$ cat src/rtl/verify_scheduler.sv
// rtl/verify_scheduler.sv - two-requester frame arbiter pacing chars into a sequence checker
module verify_scheduler #(
    parameter int GAP     = 10,
    parameter int TIMEOUT = 255,
    parameter int MAX_LEN = 32
) (
    input  logic       clk,
    input  logic       rst,
    input  logic [7:0] req0_char,
    input  logic       req0_valid,
    output logic       req0_ready,
    input  logic [7:0] req1_char,
    input  logic       req1_valid,
    output logic       req1_ready,
    output logic [7:0] chk_char,
    output logic       chk_valid,
    input  logic       chk_seq_valid,
    input  logic       chk_strobe,
    output logic       res_valid,
    output logic       res_owner,
    output logic       res_ok,
    output logic       res_err,
    output logic       busy
);
    localparam int GW = $clog2(GAP + 1);
    localparam int TW = $clog2(TIMEOUT + 1);

    typedef enum logic [2:0] {S_IDLE, S_FWD, S_GAP, S_WAIT, S_DONE} state_t;

    state_t        state, state_nxt;
    logic          ready_en;
    logic          owner, last_owner, ovf, closing;
    logic [1:0]    drain;
    logic [5:0]    body_cnt;
    logic [GW-1:0] gap_cnt;
    logic [TW-1:0] wait_cnt;

    logic          z0, z1, open0, open1, own_valid;
    logic [7:0]    own_char, fwd_data;
    logic          do_grant, grant_id, fwd_load, fwd_close, fwd_ovf, body_inc;
    logic [1:0]    drain_clr;
    logic          res_load, res_ok_nxt, res_err_nxt;

    // A requester that overflowed must have its trailing 0x00 swallowed, not treated as an open.
    assign z0        = req0_valid && (req0_char == 8'h00);
    assign z1        = req1_valid && (req1_char == 8'h00);
    assign open0     = z0 && !drain[0];
    assign open1     = z1 && !drain[1];
    assign own_valid = owner ? req1_valid : req0_valid;
    assign own_char  = owner ? req1_char : req0_char;
    assign busy      = (state != S_IDLE);
    assign res_valid = (state == S_DONE);

    always_ff @(posedge clk or negedge rst) begin
        if (!rst) state <= S_IDLE;
        else      state <= state_nxt;
    end

    always_comb begin
        state_nxt   = state;
        req0_ready  = 1'b0;
        req1_ready  = 1'b0;
        do_grant    = 1'b0;
        grant_id    = 1'b0;
        fwd_load    = 1'b0;
        fwd_data    = 8'h00;
        fwd_close   = 1'b0;
        fwd_ovf     = 1'b0;
        body_inc    = 1'b0;
        drain_clr   = 2'b00;
        res_load    = 1'b0;
        res_ok_nxt  = 1'b0;
        res_err_nxt = 1'b0;
        case (state)
            S_IDLE: if (ready_en) begin
                if (open0 && open1) begin
                    do_grant = 1'b1;
                    grant_id = ~last_owner;
                end else if (open0 || open1) begin
                    do_grant = 1'b1;
                    grant_id = open1;
                end
                req0_ready = !do_grant || !grant_id;
                req1_ready = !do_grant || grant_id;
                if (do_grant) begin
                    fwd_load  = 1'b1;
                    state_nxt = S_GAP;
                end else begin
                    drain_clr = {drain[1] && z1, drain[0] && z0};
                end
            end
            S_FWD: begin
                req0_ready = !owner;
                req1_ready = owner;
                if (own_valid) begin
                    fwd_load  = 1'b1;
                    state_nxt = S_GAP;
                    if (own_char == 8'h00) begin
                        fwd_close = 1'b1;
                    end else if (body_cnt == 6'(MAX_LEN)) begin
                        fwd_close = 1'b1;
                        fwd_ovf   = 1'b1;
                    end else begin
                        fwd_data = own_char;
                        body_inc = 1'b1;
                    end
                end
            end
            S_GAP: if (gap_cnt == GW'(GAP - 2)) state_nxt = closing ? S_WAIT : S_FWD;
            S_WAIT: begin
                if (chk_strobe) begin
                    res_load    = 1'b1;
                    res_ok_nxt  = chk_seq_valid && !ovf;
                    res_err_nxt = ovf;
                    state_nxt   = S_DONE;
                end else if (wait_cnt == TW'(TIMEOUT - 1)) begin
                    res_load    = 1'b1;
                    res_err_nxt = 1'b1;
                    state_nxt   = S_DONE;
                end
            end
            S_DONE:  state_nxt = S_IDLE;
            default: state_nxt = S_IDLE;
        endcase
    end

    always_ff @(posedge clk or negedge rst) begin
        if (!rst) begin
            ready_en   <= 1'b0;
            owner      <= 1'b0;
            last_owner <= 1'b1;
            ovf        <= 1'b0;
            closing    <= 1'b0;
            drain      <= 2'b00;
            body_cnt   <= 6'd0;
            gap_cnt    <= '0;
            wait_cnt   <= '0;
            chk_char   <= 8'h00;
            chk_valid  <= 1'b0;
            res_owner  <= 1'b0;
            res_ok     <= 1'b0;
            res_err    <= 1'b0;
        end else begin
            ready_en  <= 1'b1;
            chk_valid <= fwd_load;
            if (fwd_load) begin
                chk_char <= fwd_data;
                closing  <= fwd_close;
            end
            if (do_grant) begin
                owner    <= grant_id;
                body_cnt <= 6'd0;
                ovf      <= 1'b0;
            end
            if (body_inc) body_cnt <= body_cnt + 6'd1;
            if (fwd_ovf)  ovf <= 1'b1;
            drain    <= (drain & ~drain_clr) | (fwd_ovf ? (owner ? 2'b10 : 2'b01) : 2'b00);
            gap_cnt  <= (state == S_GAP) ? gap_cnt + 1'b1 : '0;
            wait_cnt <= (state == S_WAIT) ? wait_cnt + 1'b1 : '0;
            if (res_load) begin
                res_owner <= owner;
                res_ok    <= res_ok_nxt;
                res_err   <= res_err_nxt;
            end
            if (state == S_DONE) last_owner <= owner;
        end
    end
endmodule

$ cat config.mk
export PLATFORM = sky130hd
export DESIGN_NAME = verify_scheduler
export DESIGN_NICKNAME = d
export VERILOG_FILES = /design/src/rtl/verify_scheduler.sv
export SDC_FILE = /design/constraint.sdc
export NUM_CORES = 1
export LEC_CHECK = 0
export CAP_MARGIN = 20
export CORE_UTILIZATION = 52
export DETAILED_ROUTE_END_ITERATION = 8
export PLACE_DENSITY_LB_ADDON = 0.05
export SLEW_MARGIN = 40
export SYNTH_ARGS = -nofsm -noshare
export SYNTH_HDL_FRONTEND = slang
export SYNTH_SLANG_ARGS = --single-unit
$ cat constraint.sdc
create_clock -name clk -period 2.1 [get_ports clk]
set_input_delay 0.315 -clock clk [delete_from_list [all_inputs] [get_ports clk]]
set_output_delay 0.315 -clock clk [all_outputs]
set_load 0.01 [all_outputs]
==> results.cfg <==
[drt]
drc = 0
antenna_left = 0
drtIter0Drc = 113
totalWireLength_um = 4590
detail_route.wl_per_cell_um = 15.0
routed-via-count = 1684
drt-pass1-iter-count = 4
viasPerCell = 5.52

[timing]
min_period_ps = 2100
slew_headroom = 0.663
worst_pin_slew_ps = 505
fin_hold_ws_ps = -12.6
fmax_ghz = 0.477
final-setup-viol-count = 0
setup_slack_ps = 4.68
rsz0062_at_grt = yes
slew_violations = 0
post-route-period-util = 0.998
final_hold_viol_count = 16
finClkSkew_ps = 8.65

[logic_synthesis]
ys_seq_elements = 40
syn_inst = 192
synth-edff-count = 0
syn_nets = 220
synth_area_per_cell_um2 = 10.6
synth.distinct_cells = 47
synthFlopType = dfrtp_1
ys_warn_count = 0
seq_area_frac_synth = 0.491
syn_area_mm2 = 0.00204
async_flop_share = 1.00

[final_layout]
drive_gt1_frac = 0.249
antenna_cells = 0
layout.nets = 284
final_cells = 305
syn_to_final_growth_pct = 32.9

[clock_tree]
numCtsBuffers = 5
htree_levels = 2
tritoncts = done
postCtsHoldBufs = 0
cts.sinks = 40
path_clk_slew_ps = 70
clock_latency_ps = 290
root_buffer = clkbuf_8
cts_buffer_depth = 2

[critical_path]
worstSetupPathType = input pin to primary output
crit_path_end_kind = primary output
crit_required_ps = 1780
cpPeakStageDelay_ps = 560
path_cells = buf_6, or4_4, nor4b_4, buf_4, a21oi_1, o21ai_1, buf_2
crit_arrival_ps = 1780
start_kind = input pin
critPathSlowestCell = or4_4
cp_max_fo = 3

[global_route]
first_global_vias = 1745
grt_remaining_overflow = 0
grt_use_total = 0.255
grt_pass1_wl_um = 7970
grt_start_max_net_pins = 41
antenna_found_initial = 0

[place]
dpl.hpwl_um = 3280
gp_congestion = 0.864
portBuffers = 37
pre_cts_slack_ps = -753
dpl.cell_count = 294

[die]
dieArea_mm2 = 0.00418
io_pins = 38
rows = 22
start_util = 0.549
die_w_um = 64.7
coreArea_mm2 = 0.00372
die_h_um = 64.7

[power]
p_leak_nw = 1.27
pwr_density_cell_mw_per_mm2 = 880
irDropWorstVdd_uv = 629

[outcome]
status = complete, but fails checks
violations = hold timing

[flow_run]
maxCapViolations = 0

[min_path]
min_path_type = input pin to async pin
[worst paths after layout]
path	slack [ps]	end	cells after the start	startpoint
hold reg to reg	490	gap_cnt[0]$_DFF_PN0_	1	gap_cnt[0]$_DFF_PN0_
setup / recovery	5	req0_ready	7	req0_char[6]
hold / removal	-10	wait_cnt[6]$_DFF_PN0_	1	rst
min in group clk	310	chk_char[2]$_DFFE_PN0P_	3	req0_char[2]
max in group asynchronous	1740	last_owner$_DFFE_PN1P_	1	rst
setup reg to reg	160	body_cnt[5]$_DFFE_PN0P_	7	state[1]$_DFFE_PN0P_
[cells in the final DEF, fill, tap and decap left out, drive strengths merged, types with 8 or more instances in the layout]
| cell type | netlist | routed |
|---|---|---|
| nand3 | 11 | 11 |
| buf | 4 | 36 |
| clkdlybuf4s50 | 0 | 18 |
| inv | 11 | 11 |
| nand2 | 11 | 11 |
| mux2i | 8 | 8 |
| dlygate4sd2 | 0 | 8 |
| nor2 | 19 | 19 |
| clkbuf | 4 | 8 |
| dfrtp | 39 | 39 |
[where the power goes]
part / leakage, nW / internal (mW) / switching [mW]
combinational: 0.683 / 0.417 / 0.353
sequential: 0.535 / 0.911 / 0.0993
clock: 0.0552 / 0.353 / 0.255
[stage by stage]
step | setup TNS [ps] | hold slack (ps) | instance area [um2] | power [mW] | util
CTS | 0 | 2.89 | 2700 | 2.41 | 0.726
floorplan | 0 | 19.4 | 2040 | 1.39 | -
detailed placement | -6990 | 319 | 2600 | 1.81 | 0.699
global route | -105 | 20.8 | 2710 | 2.55 | 0.730
finish | 0 | -12.6 | 2710 | 2.39 | 0.730
global placement | -6110 | 466 | 2600 | 1.78 | 0.699
[critical path, delay by kind of cell]
family                 cells  cell delay [ps]
and+or+nand+nor            2              900
buffers and inverters      3              390
AOI/OAI and AO/OA          2              170
[repair_timing]
item	in CTS	in global routing
resized for setup	48	5
cloned	0	0
pin swaps	10	4
endpoints found under the setup margin	16	3
buffers inserted	2	1
[Yosys cell counts (all sizes together) (2+ instances only)]
cell type,instances,area (um2)
dfrtp,39,976
nor2,19,71.3
inv,11,41.3
nand2,11,41.3
nand3,11,55.1
mux2i,8,80.1
o21ai,7,38.8
o2bb2ai,7,61.3
ha,6,75.1
xor2,6,52.6
nor3,5,25.0
nor3b,5,37.5
a21o,4,31.3
a21oi,4,20.0
buf,4,33.8
clkbuf,4,25.0
a211o,3,26.3
and2,3,25.0
and3,3,18.8
mux2,3,33.8
nor4b,3,41.3
a22o,2,17.5
nand2b,2,12.5
nand4,2,12.5
nor4,2,12.5
or4,2,22.5
xnor2,2,17.5
[area by class of cell]
type	instances	area, um2
inverters	11	41.3
clock inverters	2	35.0
flip-flops and latches	40	1000
well taps	48	60.1
fillers	288	1000
multi-input cells	133	967
repair buffers	65	536
clock buffers	6	72.6
[cells by family after synthesis]
family | synth area share
buffers and inverters | 0.0490
other | 0.00184
adder cells (fa/ha/maj) | 0.0368
flip-flops | 0.491
AND/OR/NAND/NOR | 0.210
multiplexers | 0.0558
AO/OA/AOI/OAI | 0.121
XOR/XNOR | 0.0343
[per-layer routing]
| metal | routed length (um) | up-vias | GRT usage |
|---|---|---|---|
| met4 | 110 | 0 | 0.125 |
| met3 | 226 | 12 | 0.0704 |
| met5 | 0 | - | 0 |
| met2 | 2270 | 40 | 0.405 |
| li1 | - | 811 | - |
| met1 | 1990 | 821 | 0.320 |
[state kept, by name, summed over array words and instances, names as in the netlist]
name        cells
wait_cnt        8
drain           2
ovf             1
chk_valid       1
ready_en        1
last_owner      1
state           3
body_cnt        6
chk_char        8
gap_cnt         4
owner           1
closing         1
res_err         1
res_owner       1
res_ok          1
No activity file was read; power rests on OpenSTA's default activity.
